<file path="src/rtl/led_scan_pkg.sv">
// Shared types for the LED scanner: scan mode encoding and scan direction.
package led_scan_pkg;

    typedef enum logic [1:0] {
        BOUNCE    = 2'd0,
        WRAP_UP   = 2'd1,
        WRAP_DOWN = 2'd2,
        FILL      = 2'd3
    } scan_mode_e;

    typedef enum logic {
        DIR_UP   = 1'b0,
        DIR_DOWN = 1'b1
    } scan_dir_e;

endpackage

</file>
<file path="src/rtl/led_scanner_tick_gen.sv">
// Prescaler: counts enabled cycles 0..DIV-1 and flags the last one as a scan tick.
module tick_gen #(
    parameter int unsigned DIV = 1
) (
    input  logic inclk,
    input  logic reset,
    input  logic enable,
    output logic tick
);

    localparam int unsigned CNT_W = (DIV > 1) ? $clog2(DIV) : 1;
    localparam logic [CNT_W-1:0] CNT_MAX = CNT_W'(DIV - 1);

    logic [CNT_W-1:0] count_q;
    logic [CNT_W-1:0] count_d;

    always_comb begin
        tick    = enable && (count_q == CNT_MAX);
        count_d = count_q;
        if (enable) begin
            count_d = tick ? '0 : count_q + CNT_W'(1);
        end
    end

    always_ff @(posedge inclk or posedge reset) begin
        if (reset) begin
            count_q <= '0;
        end else begin
            count_q <= count_d;
        end
    end

endmodule

</file>
<file path="src/rtl/led_scanner.sv">
// LED scanner: steps a position through BOUNCE / WRAP_UP / WRAP_DOWN / FILL
// patterns at the prescaled rate and decodes it onto the LED drive.
module led_scanner
    import led_scan_pkg::*;
#(
    parameter int unsigned N_LEDS = 8,
    parameter int unsigned DIV    = 1
) (
    input  logic                      inclk,
    input  logic                      reset,
    input  logic                      enable,
    input  logic [1:0]                mode,
    output logic [N_LEDS-1:0]         lights,
    output logic [$clog2(N_LEDS)-1:0] position,
    output logic                      cycle_done
);

    localparam int unsigned POS_W = $clog2(N_LEDS);
    localparam int unsigned LED_W = N_LEDS;
    localparam logic [POS_W-1:0] POS_MAX = POS_W'(N_LEDS - 1);

    logic             tick;
    scan_mode_e       mode_e;
    scan_dir_e        step_dir;
    logic [POS_W-1:0] pos_q;
    logic [POS_W-1:0] pos_d;
    scan_dir_e        dir_q;
    scan_dir_e        dir_d;
    logic             cycle_done_q;
    logic             cycle_done_d;

    tick_gen #(
        .DIV(DIV)
    ) u_tick_gen (
        .inclk (inclk),
        .reset (reset),
        .enable(enable),
        .tick  (tick)
    );

    assign mode_e = scan_mode_e'(mode);

    // Mode is sampled at each tick, so a mode change takes effect on the next step.
    always_comb begin
        pos_d        = pos_q;
        dir_d        = dir_q;
        cycle_done_d = 1'b0;
        step_dir     = dir_q;

        case (mode_e)
            BOUNCE: begin
                if (pos_q == POS_MAX) begin
                    step_dir = DIR_DOWN;
                end else if (pos_q == '0) begin
                    step_dir = DIR_UP;
                end else begin
                    step_dir = dir_q;
                end
            end
            WRAP_DOWN: step_dir = DIR_DOWN;
            WRAP_UP:   step_dir = DIR_UP;
            FILL:      step_dir = DIR_UP;
            default:   step_dir = DIR_UP;
        endcase

        if (tick) begin
            if (step_dir == DIR_UP) begin
                pos_d = (pos_q == POS_MAX) ? '0 : pos_q + POS_W'(1);
            end else begin
                pos_d = (pos_q == '0) ? POS_MAX : pos_q - POS_W'(1);
            end

            dir_d = step_dir;
            // Bounce turns around on the step that lands on an endpoint.
            if (mode_e == BOUNCE) begin
                if (pos_d == POS_MAX) begin
                    dir_d = DIR_DOWN;
                end else if (pos_d == '0) begin
                    dir_d = DIR_UP;
                end
            end

            cycle_done_d = (mode_e == WRAP_DOWN) ? (pos_d == POS_MAX) : (pos_d == '0);
        end
    end

    always_ff @(posedge inclk or posedge reset) begin
        if (reset) begin
            pos_q        <= '0;
            dir_q        <= DIR_UP;
            cycle_done_q <= 1'b0;
        end else begin
            pos_q        <= pos_d;
            dir_q        <= dir_d;
            cycle_done_q <= cycle_done_d;
        end
    end

    // Lights decode straight from the registered position; at position 0 every mode shows bit 0.
    always_comb begin
        if (mode_e == FILL) begin
            lights = (LED_W'(2) << pos_q) - LED_W'(1);
        end else begin
            lights = LED_W'(1) << pos_q;
        end
    end

    assign position   = pos_q;
    assign cycle_done = cycle_done_q;

endmodule

</file>
<file path="config.mk">
export PLATFORM = sky130hd
export DESIGN_NAME = led_scanner
export DESIGN_NICKNAME = d
export VERILOG_FILES = /design/src/rtl/led_scan_pkg.sv /design/src/rtl/led_scanner_tick_gen.sv /design/src/rtl/led_scanner.sv
export SDC_FILE = /design/constraint.sdc
export NUM_CORES = 1
export LEC_CHECK = 0
export CORE_UTILIZATION = 45
export CTS_BUF_LIST = sky130_fd_sc_hd__clkbuf_8
export CTS_CLUSTER_DIAMETER = 150
export DETAILED_ROUTE_END_ITERATION = 8
export PLACE_DENSITY = 0.77
export SYNTH_ARGS = -nofsm -noshare
export SYNTH_HDL_FRONTEND = slang
export SYNTH_HIERARCHICAL = 1
export SYNTH_SLANG_ARGS = --single-unit
</file>
<file path="constraint.sdc">
create_clock -name inclk -period 1.7 [get_ports inclk]
set_clock_uncertainty 0.05 [all_clocks]
set_input_delay 0.17 -clock inclk [delete_from_list [all_inputs] [get_ports inclk]]
set_output_delay 0.17 -clock inclk [all_outputs]
set_load 0.005 [all_outputs]
</file>
==> results of run 1 <==
cell usage after synthesis, drive strengths merged:
cell / n / area, um2
nand2: 12 / 45.0
o21ai: 10 / 50.1
nor2: 8 / 30.0
ha: 7 / 87.6
dfrtp: 6 / 150
a21oi: 5 / 25.0
inv: 5 / 18.8
nor3: 4 / 20.0
buf: 3 / 21.3
mux2: 3 / 33.8
nand3: 3 / 15.0
a32oi: 2 / 17.5
and2b: 2 / 16.3
clkbuf: 2 / 8.75
nor2b: 2 / 12.5
o31ai: 2 / 20.0
a2bb2oi: 1 / 15.0
a31oi: 1 / 6.26
a32o: 1 / 10.0
clkinv: 1 / 3.75
nand2b: 1 / 13.8
nand4b: 1 / 8.76
nor3b: 1 / 7.51
nor4b: 1 / 8.76
o22ai: 1 / 6.26
o41ai: 1 / 8.76
or2: 1 / 6.26
xor2: 1 / 8.76
layer usage:
metal	track usage [%]	wire length, um	vias to the layer above
met3	9.24	354	48
met1	37.4	1130	451
met2	74.6	1630	102
li1	-	-	411
met4	19.2	429	0
met5	0	0	-
power breakdown:
| part | total (uW) | switching (uW) | internal (uW) |
|---|---|---|---|
| Clock | 228 | 72.3 | 156 |
| Sequential | 255 | 57.5 | 198 |
| Combinational | 2070 | 1020 | 1050 |
| Total | 2550 | 1150 | 1400 |
how the worst max path moves through the flow:
stage                                end  slack, ns  cells past startpoint
floorplan                      lights[4]      -0.04                      6
global placement               lights[4]      -0.34                      6
detailed placement             lights[4]      -0.40                      6
CTS                            lights[0]      -0.20                      6
global route        cycle_done$_DFF_PP0_      -0.33                      9
finish                 dir_q$_DFFE_PP0P_      -0.30                      9
flip-flops by register name, summed over array words and instances, names as in the netlist:
name	cells
dir_q	1
position	3
u_tick_gen/count_q	1
cycle_done	1
placed cells by master, fill, tap and decap left out, types with 2 or more instances in the layout:
cell,count
nand2_2,3
a32oi_1,2
a21oi_2,2
inv_2,2
o21ai_2,2
clkbuf_2,3
nand3_1,3
o21ai_1,4
o21ai_0,4
nor3_2,2
dfrtp_1,5
nand2_1,9
clkbuf_8,3
a21oi_1,3
ha_4,5
clkdlybuf4s50_1,7
nor2b_1,2
ha_2,2
buf_2,5
buf_4,24
nor2_4,2
nor2_1,6
mux2_4,3
inv_1,4
buf_6,10
layout make-up:
type	count	area [um2]
multi-input cells	71	647
repair buffers	50	415
flip-flops and latches	6	151
fillers	28	48.8
clock buffers	3	41.3
inverters	6	23.8
well taps	15	18.8
clock inverters	1	3.75
worst max-delay path: stages (launching register included):
cell and delay (ns):
dfrtp_1 0.41, inv_2 0.10, buf_4 0.15, buf_4 0.14, ha_2 0.21, nor3_2 0.13, a21oi_1 0.08, nor2_1 0.19
a32oi_1 0.13, mux2_4 0.27
stage by stage:
step	setup WS (ns)	TNS, ns
2_1_floorplan	-0.0399	-0.0716
3_3_place_gp	-0.336	-1.74
3_5_place_dp	-0.403	-2.35
4_1_cts	-0.203	-1.21
5_1_grt	-0.329	-2.56
6_report	-0.301	-1.98
cell families (layout without fill, tap and decap cells):
| logic type | count (synthesis) | count (layout) | share of synthesized area, % |
|---|---|---|---|
| buffers and inverters | 11 | 60 | 7.78 |
| AND/OR/NAND/NOR | 36 | 36 | 27.2 |
| AO/OA/AOI/OAI | 24 | 24 | 23.5 |
| XOR/XNOR | 1 | 1 | 1.30 |
| flip-flops | 6 | 6 | 22.2 |
| adder cells (fa/ha/maj) | 7 | 7 | 13.0 |
| multiplexers | 3 | 3 | 5.00 |
what timing repair did:
action                     CTS  global route
pin swaps                   13             8
gates resized for setup     51            26
setup buffers                8             6
setup endpoints to repair   12            14
==> out/qor.yml, run 1 <==
cells_and_area:
  final_util_pct: 96.4
  nets: 150
  postLayoutCellArea_mm2: 0.00130
  diodes: 0
  drive_above_1_share_pct: 56.9
  fin_cells: 152
  syn2layout_area_growth_pct: 92.6
sta:
  worst_slew_pin_slew_ns: 0.370
  hold_slack_ns: 0.0955
  worst_slack_ns: -0.301
  timing.final.crit_share_pct: 118
  rsz0062_at_grt: "true"
  timing.fmax_mhz: 500
  slew_violations: 0
  hold_violations: 0
  finalSetupViolCount: 13
  relSlewSlack_pct: 75.0
  period_minus_slack_ns: 2.00
place:
  port-buffer-count: 16
  numPlacedInstances: 136
  hpwlAfterDp_mm: 1.45
  dpl_cell_area_mm2: 0.00101
  place_congestion: 0.806
power:
  power_uw: 2550
  power.density_mw_per_mm2: 1960
  peakVddDrop_v: 0.00141
  p_leak_uw: 0.000598
clock_tree:
  cts-root-buf: "clkbuf_8"
  path_clk_slew_ns: 0.04
  holdBufCountCts: 0
  clockBufferDepth: 2
  numCtsBuffers: 3
  insertion_delay_ns: 0.23
  numClockSinks: 6
  cts_tree: "yes"
  cts_htree_levels: 1
logic_synthesis:
  mappedNetlistArea_um2: 676
  synth_nets: 100
  synth.distinct_cells: 32
  syn_inst: 88
  syn_avg_cell_area_um2: 7.68
  ys.warnings.count: 6
  ys_seq_area_share_pct: 22.2
  ys_ff_latch: 6
routing:
  via_per_inst: 6.66
  wirelength_mm: 3.54
  ant_nets: 0
  wl_per_cell_um: 23.3
  first_iter_violations: 66
  vias: 1012
  drc_errors: 0
  dr.pass1.iters: 5
global_route:
  grt_pass1_wl_mm: 4.03
  first_global_vias: 895
  antenna_found_initial: 0
  gr-total-overflow: 0
  grt_max_degree: 13
  grt_usage_pct: 38.7
status:
  violations: "negative setup slack"
  status: "complete, but fails checks"
floorplan:
  initial_core_util_pct: 50.0
  io_pins: 17
  rows: 13
  core_area_mm2: 0.00135
  die_area_mm2: 0.00166
  die_w_um: 40.8
  die_height_um: 40.8
run:
  max_cap_violations: 0
setup_path:
  arrival_ns: 2.05
  crit_type: "reg -> reg"
  startpoint: "position[0]$_DFFE_PP0P_"
  r2r-start: "position[0]$_DFFE_PP0P_"
  reg2reg_slack_ns: -0.30
  reg2reg_depth: 9
  cp.required_ns: 1.75
  cp_max_fo: 4
  worstSetupEndpointType: "flip-flop"
  cp-start-kind: "flip-flop"
  timing.rr.end: "dir_q$_DFFE_PP0P_"
hold_path:
  hold_class: "in -> async"
Note: power is estimated with default switching activity, not from simulation.
==> inputs of run 2 (changes only) <==
- SETUP_SLACK_MARGIN: default -> 0.05
==> run 2 against run 1 <==
  * The run still ends with negative setup slack left
  * Final cell count decreased by 2.0%
  * Flip-flop and latch count unchanged
  * Critical path depth unchanged
  * Fmax decreased by 4.3%
  * Utilization decreased by 4.2 points
  * Global-route usage decreased by 13 points
  * Register-to-register slack got worse by 0.09 ns
  * Non-clock buffer count decreased by 2
==> out/qor.yml, run 2 (synthesis gave the netlist of run 1 again) <==
clock_tree:
  clockBufferDepth: 2  # unchanged
  path_clk_slew_ns: 0.04  # about the same
  insertion_delay_ns: 0.22  # was 0.23 ns
  numClockSinks: 6  # unchanged
  cts-root-buf: "clkbuf_8"  # unchanged
  numCtsBuffers: 3  # unchanged
  cts_tree: "yes"  # unchanged
  cts_htree_levels: 1  # unchanged
sta:
  rsz0062_at_grt: "true"  # unchanged
  period_minus_slack_ns: 2.09  # was 2.00 ns
  slew_violations: 0  # unchanged
  worst_slack_ns: -0.392  # was -0.301 ns
  timing.final.crit_share_pct: 123  # was 118%
  relSlewSlack_pct: 78.0  # was 75.0%
  hold_violations: 0  # unchanged
  finalSetupViolCount: 11  # was 13
  timing.fmax_mhz: 478  # was 500 MHz
  worst_slew_pin_slew_ns: 0.327  # was 0.370 ns
setup_path:
  reg2reg_depth: 9  # unchanged
  cp-start-kind: "flip-flop"  # unchanged
  cp.required_ns: 1.76  # was 1.75 ns
  crit_chain: "buf_6 -> ha_4 -> buf_6 -> ha_4 -> nor2_4 -> a2bb2oi_4 -> or2_1 -> a32oi_2 -> o31ai_2"  # was inv_2 -> buf_4 -> buf_4 -> ha_2 -> nor3_2 -> a21oi_1 -> nor2_1 -> a32oi_1 -> mux2_4
  cp_max_fo: 5  # was 4
  worstSetupEndpointType: "flip-flop"  # unchanged
  slowest_stage: "dfrtp_2"  # was dfrtp_1
  path_depth: 9  # unchanged
  reg2reg_slack_ns: -0.39  # was -0.30 ns
  cp.buffers_inverters: 2  # was 3
  cpLargestDelayFamily: "compound AO/OA/AOI/OAI gates"  # was flip-flops
  arrival_ns: 2.15  # was 2.05 ns
  crit_type: "reg -> reg"  # unchanged
  critPathMaxStageDelay_ns: 0.45  # was 0.41 ns
power:
  peakVddDrop_v: 0.00166  # was 0.00141 V
  pwr-share-clk_pct: 8.6  # was 9.0%
  p_comb_share_pct: 80.3  # was 81.0%
  p_switching_uw: 1050  # was 1150 uW
  p_sw_share_pct: 43.2  # was 45.1%
  p_leak_uw: 0.000562  # was 0.000598 uW
  p_int_uw: 1380  # was 1400 uW
  power.density_mw_per_mm2: 1960  # about the same
  seq_power_share_pct: 11.1  # was 10.0%
routing:
  drc_errors: 0  # unchanged
  wirelength_mm: 2.97  # was 3.54 mm
  via_per_inst: 6.31  # was 6.66
  vias: 940  # was 1012
  dr.pass1.iters: 5  # unchanged
  first_iter_violations: 71  # was 66
  ant_nets: 0  # unchanged
  wl_per_cell_um: 19.9  # was 23.3 um
floorplan:
  initial_core_util_pct: 50.0  # unchanged
  io_pins: 17  # unchanged
  die_height_um: 40.8  # unchanged
  die_w_um: 40.8  # unchanged
  die_area_mm2: 0.00166  # unchanged
  rows: 13  # unchanged
  core_area_mm2: 0.00135  # unchanged
status:
  violations: "negative setup slack"  # unchanged
  status: "complete, but fails checks"  # unchanged
global_route:
  grt_pass1_wl_mm: 2.83  # was 4.03 mm
  antenna_found_initial: 0  # unchanged
  gr-total-overflow: 0  # unchanged
  first_global_vias: 675  # was 895
  grt_max_degree: 13  # unchanged
  grt_usage_pct: 26.1  # was 38.7%
place:
  dp_slack_ns: -0.335  # was -0.403 ns
  place_congestion: 0.816  # was 0.806
  hpwlAfterDp_mm: 1.37  # was 1.45 mm
  numPlacedInstances: 136  # unchanged
  port-buffer-count: 16  # unchanged
cells_and_area:
  fill_cells: 55  # was 28
  drive_above_1_share_pct: 52.2  # was 56.9%
  diodes: 0  # unchanged
  nets: 148  # was 150
  fin_cells: 149  # was 152
  syn2layout_area_growth_pct: 84.3  # was 92.6%
  final_cell_mix: "23 x buf_4, 10 x nand2_1, 9 x buf_6"  # was 24 x buf_4, 10 x buf_6, 9 x nand2_1
  final_common_cell: "buf_4"  # unchanged
  largest_reg_flops: 3  # unchanged
hold_path:
  hold_class: "in -> async"  # unchanged
run:
  max_cap_violations: 0  # unchanged
run 2: cell type report:
cell class	count	area, um2	area share [%]
well taps	15	18.8	1.51
multi-input cells	71	608	48.8
clock buffers	3	41.3	3.32
inverters	6	26.3	2.11
flip-flops and latches	6	153	12.3
repair buffers	48	398	32.0
run 2: routing by layer:
metal	track usage (%)	vias up	routed length, um
met5	0	-	0
met4	7.50	0	108
met3	4.35	18	256
met2	49.6	86	1570
met1	29.2	434	1030
li1	-	402	-
run 2: timing repair:
item	CTS	global route
endpoints found under the setup margin	13	13
pin swaps	3	5
gates resized for setup	32	24
buffers inserted	7	4
hold buffers	0	0
run 2: power by group through the flow:
| stage | Clock [uW] | Combinational [uW] | Sequential (uW) |
|---|---|---|---|
| floorplan | 0 | 832 | 274 |
| global placement | 0 | 1420 | 254 |
| detailed placement | 0 | 1450 | 259 |
| CTS | 213 | 1580 | 258 |
| global route | 224 | 2080 | 275 |
| finish | 210 | 1950 | 269 |
run 2: through the flow:
stage | hold slack (ns) | utilization (%) | total power, uW | TNS, ns | instance area (um2)
floorplan | -0.151 | - | 1110 | 0 | 762
global placement | 0.288 | 79.1 | 1670 | -2.15 | 1070
detailed placement | 0.292 | 79.1 | 1710 | -2.68 | 1070
CTS | 0.0638 | 88.0 | 2050 | -1.58 | 1190
global route | 0.0844 | 92.2 | 2580 | -2.90 | 1240
finish | 0.0852 | 92.2 | 2430 | -2.18 | 1240
run 2: worst register-to-register path: stages (launching register included):
cell	delay (ns)
dfrtp_2	0.45
buf_6	0.14
ha_4	0.17
buf_6	0.11
ha_4	0.18
nor2_4	0.13
a2bb2oi_4	0.19
or2_1	0.20
a32oi_2	0.12
o31ai_2	0.25
run 2: path summary, 6_finish.rpt:
| kind | startpoint | to |
|---|---|---|
| setup reg to reg | position[1]$_DFFE_PP0P_ | cycle_done$_DFF_PP0_ |
| setup / recovery | position[1]$_DFFE_PP0P_ | cycle_done$_DFF_PP0_ |
| max in group asynchronous | reset | position[0]$_DFFE_PP0P_ |
| hold / removal | reset | u_tick_gen/count_q$_DFFE_PP0P_ |
| min in group inclk | u_tick_gen/count_q$_DFFE_PP0P_ | u_tick_gen/count_q$_DFFE_PP0P_ |
| hold reg to reg | u_tick_gen/count_q$_DFFE_PP0P_ | u_tick_gen/count_q$_DFFE_PP0P_ |
